### src/rtl/ahb_master.sv
// AHB-Lite bus master. Turns a local command / write-data / read-data
// handshake into pipelined AHB-Lite address and data phases. It handles
// SINGLE and INCR4/8/16 bursts, inserts BUSY when write data is late, and
// abandons a burst on a two-cycle ERROR response.
module ahb_master #(
  parameter logic [3:0] HPROT_VAL = 4'b0011,
  parameter logic       LOCK_VAL  = 1'b0
) (
  input  logic        HCLK,
  input  logic        HRESET,
  // local command interface
  input  logic        cmd_valid,
  output logic        cmd_ready,
  input  logic        cmd_write,
  input  logic [31:0] cmd_addr,
  input  logic [2:0]  cmd_size,
  input  logic [1:0]  cmd_len,
  // local write-data interface
  input  logic        wr_valid,
  output logic        wr_ready,
  input  logic [31:0] wr_data,
  // local read-data and status
  output logic        rd_valid,
  output logic [31:0] rd_data,
  output logic        done,
  output logic        err,
  // AHB-Lite master interface
  output logic [31:0] HADDR,
  output logic        HWRITE,
  output logic [2:0]  HSIZE,
  output logic [2:0]  HBURST,
  output logic [3:0]  HPROT,
  output logic [1:0]  HTRANS,
  output logic        HMASTERLOCK,
  output logic [31:0] HWDATA,
  input  logic        HREADY,
  input  logic        HRESP,
  input  logic [31:0] HRDATA
);

  localparam logic [1:0] S_IDLE = 2'd0;
  localparam logic [1:0] S_ADDR = 2'd1;
  localparam logic [1:0] S_LAST = 2'd2;
  localparam logic [1:0] S_ERR  = 2'd3;

  localparam logic [1:0] TR_IDLE   = 2'b00;
  localparam logic [1:0] TR_BUSY   = 2'b01;
  localparam logic [1:0] TR_NONSEQ = 2'b10;
  localparam logic [1:0] TR_SEQ    = 2'b11;

  // FSM and burst bookkeeping
  logic [1:0]  state_q,    state_d;
  logic [4:0]  beat_q,     beat_d;     // beats whose address has been issued
  logic [4:0]  nbeats_q,   nbeats_d;   // total beats in the current burst
  // registered AHB address-phase outputs
  logic [31:0] haddr_q,    haddr_d;
  logic [1:0]  htrans_q,   htrans_d;
  logic        hwrite_q,   hwrite_d;
  logic [2:0]  hsize_q,    hsize_d;
  logic [2:0]  hburst_q,   hburst_d;
  logic [31:0] hwdata_q,   hwdata_d;
  // write data taken from the local side, waiting for its data phase
  logic [31:0] hold_q,     hold_d;
  // beat currently in its data phase
  logic        dp_valid_q, dp_valid_d;
  logic        dp_write_q, dp_write_d;
  // registered local outputs
  logic        rd_valid_q, rd_valid_d;
  logic [31:0] rd_data_q,  rd_data_d;
  logic        done_q,     done_d;
  logic        err_q,      err_d;

  // command decode
  logic [4:0]  cmd_beats;
  logic [2:0]  cmd_burst;
  logic [10:0] cmd_bytes;
  logic [10:0] cmd_end;
  logic        size_ok;
  logic        cmd_ok;
  logic        accept;

  // pipeline helpers
  logic        addr_active;
  logic        more_beats;
  logic        err_now;
  logic        issue_slot;
  logic        wr_take;
  logic [31:0] incr;
  logic [31:0] next_addr;

  // Decode the incoming command: beat count, HBURST code, legality.
  always_comb begin
    // NOTE: every combinational output gets a default first so that no path
    // leaves it unassigned, which would otherwise infer a latch.
    cmd_beats = 5'd1;
    cmd_burst = 3'b000;
    size_ok   = 1'b0;
    case (cmd_len)
      2'b00: begin cmd_beats = 5'd1;  cmd_burst = 3'b000; end
      2'b01: begin cmd_beats = 5'd4;  cmd_burst = 3'b011; end
      2'b10: begin cmd_beats = 5'd8;  cmd_burst = 3'b101; end
      default: begin cmd_beats = 5'd16; cmd_burst = 3'b111; end
    endcase
    case (cmd_size)
      3'd0:    size_ok = 1'b1;
      3'd1:    size_ok = ~cmd_addr[0];
      3'd2:    size_ok = (cmd_addr[1:0] == 2'b00);
      default: size_ok = 1'b0;
    endcase
    // At most 16 beats of 4 bytes, so 11 bits cannot overflow here.
    cmd_bytes = 11'(cmd_beats) << cmd_size[1:0];
    cmd_end   = {1'b0, cmd_addr[9:0]} + cmd_bytes;
    cmd_ok    = size_ok && (cmd_end <= 11'd1024);
  end

  assign accept      = cmd_valid && (state_q == S_IDLE);
  assign addr_active = (htrans_q == TR_NONSEQ) || (htrans_q == TR_SEQ);
  assign more_beats  = (beat_q != nbeats_q);
  assign err_now     = dp_valid_q && HRESP;
  assign incr        = 32'd1 << hsize_q[1:0];
  // BUSY and the pre-burst IDLE already present the address of the next beat.
  assign next_addr   = addr_active ? (haddr_q + incr) : haddr_q;
  // A cycle in which a new beat address may be launched mid-burst.
  assign issue_slot  = (state_q == S_ADDR) && HREADY && !err_now && more_beats;

  // Write-data handshake: taken in the cycle the beat's address is launched.
  always_comb begin
    wr_take = 1'b0;
    if (state_q == S_IDLE) begin
      wr_take = accept && cmd_ok && cmd_write && wr_valid;
    end else begin
      wr_take = issue_slot && hwrite_q && wr_valid;
    end
  end

  // Next-state logic for the FSM, address phase and data phase.
  always_comb begin
    state_d    = state_q;
    beat_d     = beat_q;
    nbeats_d   = nbeats_q;
    haddr_d    = haddr_q;
    htrans_d   = htrans_q;
    hwrite_d   = hwrite_q;
    hsize_d    = hsize_q;
    hburst_d   = hburst_q;
    hwdata_d   = hwdata_q;
    hold_d     = hold_q;
    dp_valid_d = dp_valid_q;
    dp_write_d = dp_write_q;
    rd_valid_d = 1'b0;
    rd_data_d  = rd_data_q;
    done_d     = 1'b0;
    err_d      = 1'b0;

    if (wr_take) begin
      hold_d = wr_data;
    end

    // Pipeline advance: the accepted address phase becomes the data phase,
    // and the finishing data phase returns read data.
    if (HREADY) begin
      dp_valid_d = addr_active;
      dp_write_d = hwrite_q;
      if (addr_active && hwrite_q) begin
        hwdata_d = hold_q;
      end
      if (dp_valid_q && !dp_write_q && !HRESP && (state_q != S_ERR)) begin
        rd_valid_d = 1'b1;
        rd_data_d  = HRDATA;
      end
    end

    if (((state_q == S_ADDR) || (state_q == S_LAST)) && err_now) begin
      // First ERROR cycle: cancel any pending address at once.
      htrans_d = TR_IDLE;
      if (HREADY) begin
        err_d      = 1'b1;
        state_d    = S_IDLE;
        beat_d     = 5'd0;
        dp_valid_d = 1'b0;
      end else begin
        state_d = S_ERR;
      end
    end else begin
      case (state_q)
        S_IDLE: begin
          if (accept) begin
            if (!cmd_ok) begin
              err_d = 1'b1;
            end else begin
              state_d  = S_ADDR;
              nbeats_d = cmd_beats;
              haddr_d  = cmd_addr;
              hwrite_d = cmd_write;
              hsize_d  = cmd_size;
              hburst_d = cmd_burst;
              if (!cmd_write || wr_valid) begin
                htrans_d = TR_NONSEQ;
                beat_d   = 5'd1;
              end else begin
                htrans_d = TR_IDLE;
                beat_d   = 5'd0;
              end
            end
          end
        end

        S_ADDR: begin
          if (HREADY) begin
            if (!more_beats) begin
              // Final address accepted; only its data phase remains.
              htrans_d = TR_IDLE;
              state_d  = S_LAST;
            end else begin
              haddr_d = next_addr;
              if (!hwrite_q || wr_valid) begin
                htrans_d = (beat_q == 5'd0) ? TR_NONSEQ : TR_SEQ;
                beat_d   = beat_q + 5'd1;
              end else begin
                htrans_d = (beat_q == 5'd0) ? TR_IDLE : TR_BUSY;
              end
            end
          end
        end

        S_LAST: begin
          if (HREADY) begin
            done_d  = 1'b1;
            state_d = S_IDLE;
            beat_d  = 5'd0;
          end
        end

        S_ERR: begin
          // Second ERROR cycle ends the command; remaining beats are dropped.
          if (HREADY) begin
            err_d      = 1'b1;
            state_d    = S_IDLE;
            beat_d     = 5'd0;
            htrans_d   = TR_IDLE;
            dp_valid_d = 1'b0;
          end
        end

        default: begin
          state_d = S_IDLE;
        end
      endcase
    end
  end

  // State registers with synchronous reset; a reset abandons any burst silently.
  always_ff @(posedge HCLK) begin
    // NOTE: sequential state uses non-blocking assignments so every flop
    // samples the pre-edge values, independent of statement order.
    if (HRESET) begin
      state_q    <= S_IDLE;
      beat_q     <= 5'd0;
      nbeats_q   <= 5'd0;
      haddr_q    <= 32'd0;
      htrans_q   <= TR_IDLE;
      hwrite_q   <= 1'b0;
      hsize_q    <= 3'd0;
      hburst_q   <= 3'd0;
      hwdata_q   <= 32'd0;
      hold_q     <= 32'd0;
      dp_valid_q <= 1'b0;
      dp_write_q <= 1'b0;
      rd_valid_q <= 1'b0;
      rd_data_q  <= 32'd0;
      done_q     <= 1'b0;
      err_q      <= 1'b0;
    end else begin
      state_q    <= state_d;
      beat_q     <= beat_d;
      nbeats_q   <= nbeats_d;
      haddr_q    <= haddr_d;
      htrans_q   <= htrans_d;
      hwrite_q   <= hwrite_d;
      hsize_q    <= hsize_d;
      hburst_q   <= hburst_d;
      hwdata_q   <= hwdata_d;
      hold_q     <= hold_d;
      dp_valid_q <= dp_valid_d;
      dp_write_q <= dp_write_d;
      rd_valid_q <= rd_valid_d;
      rd_data_q  <= rd_data_d;
      done_q     <= done_d;
      err_q      <= err_d;
    end
  end

  assign cmd_ready   = (state_q == S_IDLE);
  assign wr_ready    = wr_take;
  assign rd_valid    = rd_valid_q;
  assign rd_data     = rd_data_q;
  assign done        = done_q;
  assign err         = err_q;

  assign HADDR       = haddr_q;
  assign HWRITE      = hwrite_q;
  assign HSIZE       = hsize_q;
  assign HBURST      = hburst_q;
  assign HPROT       = HPROT_VAL;
  assign HTRANS      = htrans_q;
  assign HMASTERLOCK = LOCK_VAL;
  assign HWDATA      = hwdata_q;

endmodule

### config.mk
export PLATFORM = sky130hd
export DESIGN_NAME = ahb_master
export DESIGN_NICKNAME = d
export VERILOG_FILES = /design/src/rtl/ahb_master.sv
export SDC_FILE = /design/constraint.sdc
export NUM_CORES = 1
export LEC_CHECK = 0
export BUFFER_PORTS_ARGS = -buffer_cell sky130_fd_sc_hd__buf_2
export CAP_MARGIN = 20
export CORE_MARGIN = 4
export CORE_UTILIZATION = 54
export CTS_BUF_LIST = sky130_fd_sc_hd__clkbuf_8 sky130_fd_sc_hd__clkbuf_16
export DETAILED_ROUTE_END_ITERATION = 6
export PLACE_DENSITY = 0.92
export SETUP_SLACK_MARGIN = 0.15
export SLEW_MARGIN = 40
export SYNTH_ARGS = -nofsm -noshare
export SYNTH_HDL_FRONTEND = slang
export SYNTH_SLANG_ARGS = --single-unit
### constraint.sdc
create_clock -name HCLK -period 4.45 [get_ports HCLK]
set_input_delay 0.2225 -clock HCLK [delete_from_list [all_inputs] [get_ports HCLK]]
set_output_delay 0.2225 -clock HCLK [all_outputs]
set_load 0.005 [all_outputs]
==> qor.tcl <==
set qor(filler_cell_count) 1167
set qor(initial_standard_cell_utilization_of_the_core) 0.552
set qor(netlist_top_cells_area) {sky130_fd_sc_hd__dfxtp_1, sky130_fd_sc_hd__nand2_1, sky130_fd_sc_hd__a21oi_1, sky130_fd_sc_hd__mux2i_1, sky130_fd_sc_hd__clkbuf_1}
set qor(cts-buffers-inserted) 17
set qor(cts.hold.buffers_added) 0
set qor(required_ns) 4.23
set qor(run_status) {finished, violations left}
set qor(synthDominantAreaCellType) {sky130_fd_sc_hd__dfxtp_1}
set qor(netlist_top_cells_count) {sky130_fd_sc_hd__nand2_1, sky130_fd_sc_hd__dfxtp_1, sky130_fd_sc_hd__a21oi_1, sky130_fd_sc_hd__clkbuf_1, sky130_fd_sc_hd__nor2_1}
set qor(timing_worst_setup_path_type) {in2out}
set qor(post_cts.resized_instances) 0
set qor(timing.final.setup_violations) 0
set qor(design.die.area_um2) 16200
set qor(r2r.worst_path.cells) 11
set qor(portion_of_synthesized_cell_area_occupied_by_the_leading_cell_type) 0.399
set qor(timing.rr.start) {HSIZE[0]$_SDFFE_PP0P_}
set qor(worstHoldEndpoint) {rd_data[12]$_SDFFE_PP0P_}
set qor(grt_setup_unrepaired) {false}
set qor(worst_slew_pin_slew_ns) 0.666
set qor(final_hold_fails) 0
set qor(final_min_period_over_clock_period) 0.787
set qor(floorplan.die.height_um) 127
set qor(detail_route.wl_per_cell_um) 16.2
set qor(gp_routability_congestion) 0.909
set qor(placement.setup.worst_slack_ns) 0.742
set qor(max-vdd-ir-drop_v) 0.000335
set qor(drt_wl_total_um) 21900
set qor(syn-instance-count) 984
set qor(startpoint_type) {input port}
set qor(vias_in_the_first_global_route) 7296
set qor(regArea_um2) 3060
set qor(place_inst) 1319
set qor(final_worst_clock_skew_ns) 0.0119
set qor(failed_checks) {design-rule violations}
set qor(postCtsSetupBuffers) 0
set qor(register_to_register_setup_slack_ns) 1.50
set qor(critical_path_arrival_ns) 3.28
set qor(cts_htree_levels) 4
set qor(tritoncts) {built}
set qor(drt-pass1-iter-count) 7
set qor(worst_path_cell_trace) {buf_2 -> xor2_1 -> nand2_1 -> o21ai_0 -> ha_1 -> a2111oi_0 -> o21ai_0 -> a22oi_1 -> o2111a_2 -> o21ai_2 -> o32a_4 -> inv_1 -> buf_2}
set qor(clock_sinks) 153
set qor(root_buffer) {sky130_fd_sc_hd__clkbuf_16}
set qor(ys.warnings.count) 0
set qor(drt_drc_violations_left) 6
set qor(whs_path_depth) 3
set qor(yosys.cell_count.top_type) {sky130_fd_sc_hd__nand2_1}
set qor(grt_pass1_wl_um) 35400
set qor(antenna_violations_before_repair) 0
set qor(synth-main-ff-cell) {sky130_fd_sc_hd__dfxtp_1}
set qor(synth_area_um2) 7690
set qor(finish.cell_count_without_fillers) 1351
set qor(final_antenna_net_count) 0
set qor(placement_rows) 43
set qor(final_core_utilization) 0.672
set qor(slew_headroom) 0.555
set qor(portBuffers) 217
set qor(timing.critical_path.slowest_cell_delay_ns) 0.46
set qor(crit_path_top_delay_cell) {sky130_fd_sc_hd__a2111oi_0}
set qor(clkLatencyLatePin_ns) 0.42
set qor(worst_hold_startpoint) {HRDATA[12]}
set qor(finalWorstSetupSlack_ns) 0.948
set qor(global_route.overflow_total) 0
set qor(area_growth_pct) 21.8
set qor(drive_gt1_frac) 0.235
set qor(antenna_cells_inserted) 0
set qor(vias_per_cell) 5.81
set qor(power_density_nw_per_um2) 442
set qor(gr-usage-all-layers) 0.264
set qor(fmaxAchievable_mhz) 286
set qor(r2r-end) {HADDR[28]$_SDFFE_PP0P_}
set qor(crit_path_max_fanout) 33
set qor(detailedRoute.firstIterationViolations) 1128
set qor(synth_seq_area_share) 0.399
set qor(slew_viol_final) 0
set qor(period_minus_slack_ns) 3.50
set qor(post_synth_num_cell_types) 72
set qor(grt_max_degree) 88
set qor(post_synth.cell_area_avg_um2) 7.81
set qor(multi_input_area_um2) 4220
set qor(clock_tree.buffer_depth) 2
set qor(clkSlewWorstSetupHoldPaths_ns) 0.07
set qor(p_total_uw) 4140
set qor(finish.net_count) 1286
set qor(standard_cell_core_area_um2) 13900
set qor(holdCritPathClass) {in2reg}
set qor(critPathCaptureType) {output pin}
set qor(setup_total_negative_slack_ns) 0
set qor(ys_async_sr_fraction) 0
set qor(synth.ff_latch_count) 153
set qor(total_via_count_after_detailed_routing) 7851
set qor(cap_viol_max_count) 0
set qor(power.static_leakage_uw) 0.00415
set qor(dpl.hpwl_um) 15300
set qor(io_pins) 223
set qor(die-width_um) 127
set qor(synth_enable_flop_cells) 0
## worst max-delay path by stage
stage	from	end
detailed placement	cmd_size[1]	HADDR[21]$_SDFFE_PP0P_
finish	cmd_len[1]	wr_ready
CTS	cmd_size[1]	wr_ready
global placement	cmd_size[1]	HADDR[20]$_SDFFE_PP0P_
floorplan	cmd_size[1]	wr_ready
global route	cmd_len[1]	wr_ready
## per-layer routing
layer  part of all wire  GRT usage  up-vias
li1                   -          -     3797
met1               0.40      0.341     3596
met2               0.48      0.426      408
met3              0.099     0.0677       50
met4              0.024      0.103        0
met5                  0          0        -
## flip-flops by register name (all words and copies together) (netlist names), 3 cells and up, named ones only
signal and count:
HSIZE 3, nbeats_q 4, HADDR 32, hold_q 32, beat_q 5, rd_data 32
HBURST 3, HWDATA 32
## logic make-up after synthesis
kind of cell	count (synthesis)	share of synthesized area
mux	44	0.0573
buf+inv	100	0.0562
other cells	2	0.000977
fa+ha+maj	20	0.0345
xor+xnor	10	0.0114
flops	153	0.399
compound gates	256	0.212
simple gates	399	0.229
## layout by cell type, fill, tap and decap left out, types with 5 or more instances in the layout
master | Yosys | layout
sky130_fd_sc_hd__inv_6 | 0 | 6
sky130_fd_sc_hd__a31oi_1 | 11 | 11
sky130_fd_sc_hd__xnor2_1 | 5 | 5
sky130_fd_sc_hd__inv_8 | 0 | 5
sky130_fd_sc_hd__nand3_1 | 31 | 31
sky130_fd_sc_hd__ha_1 | 18 | 18
sky130_fd_sc_hd__and2_1 | 7 | 7
sky130_fd_sc_hd__nor3_1 | 11 | 11
sky130_fd_sc_hd__o32ai_1 | 10 | 10
sky130_fd_sc_hd__nand2_1 | 240 | 240
sky130_fd_sc_hd__inv_1 | 24 | 24
sky130_fd_sc_hd__xor2_1 | 5 | 5
sky130_fd_sc_hd__clkbuf_16 | 0 | 17
sky130_fd_sc_hd__mux2i_1 | 44 | 44
sky130_fd_sc_hd__buf_2 | 3 | 216
sky130_fd_sc_hd__o21ai_1 | 6 | 6
sky130_fd_sc_hd__buf_4 | 6 | 9
sky130_fd_sc_hd__nand4_1 | 8 | 8
sky130_fd_sc_hd__o211ai_1 | 9 | 9
sky130_fd_sc_hd__dfxtp_1 | 153 | 153
sky130_fd_sc_hd__o21a_1 | 13 | 13
sky130_fd_sc_hd__and3_1 | 10 | 10
sky130_fd_sc_hd__o21ai_0 | 38 | 38
sky130_fd_sc_hd__conb_1 | 2 | 5
sky130_fd_sc_hd__nor2b_1 | 10 | 10
sky130_fd_sc_hd__nor2_1 | 49 | 49
sky130_fd_sc_hd__a21oi_1 | 106 | 106
sky130_fd_sc_hd__a211oi_1 | 8 | 8
## critical path: cells and delay by family
kind	cells	cell delay, ns
buffers and inverters	3	0.45
XOR/XNOR	1	0.21
adder cells (fa/ha/maj)	1	0.34
AND/OR/NAND/NOR	1	0.07
AO/OA/AOI/OAI	7	1.97
## report_power, final
part / switching [µW] / internal [µW]
sequential: 174 / 1510
clock: 657 / 757
combinational: 631 / 417
total: 1460 / 2680
## area by class of cell
class                      count  share of cell area
inverter                      26              0.0104
timing repair buffer         226               0.124
multi-input combinational    734               0.451
clock buffer                  17              0.0455
clock inverter                15              0.0176
tap                          180              0.0241
sequential                   153               0.327
## metrics by stage
step	instance area, µm²	hold WS, ns
floorplan	7700	0.358
global placement	8750	0.436
detailed placement	8760	0.442
CTS	9360	0.0176
global route	9360	0.0238
finish	9360	0.0359
No activity file was read; power rests on OpenSTA's default activity.
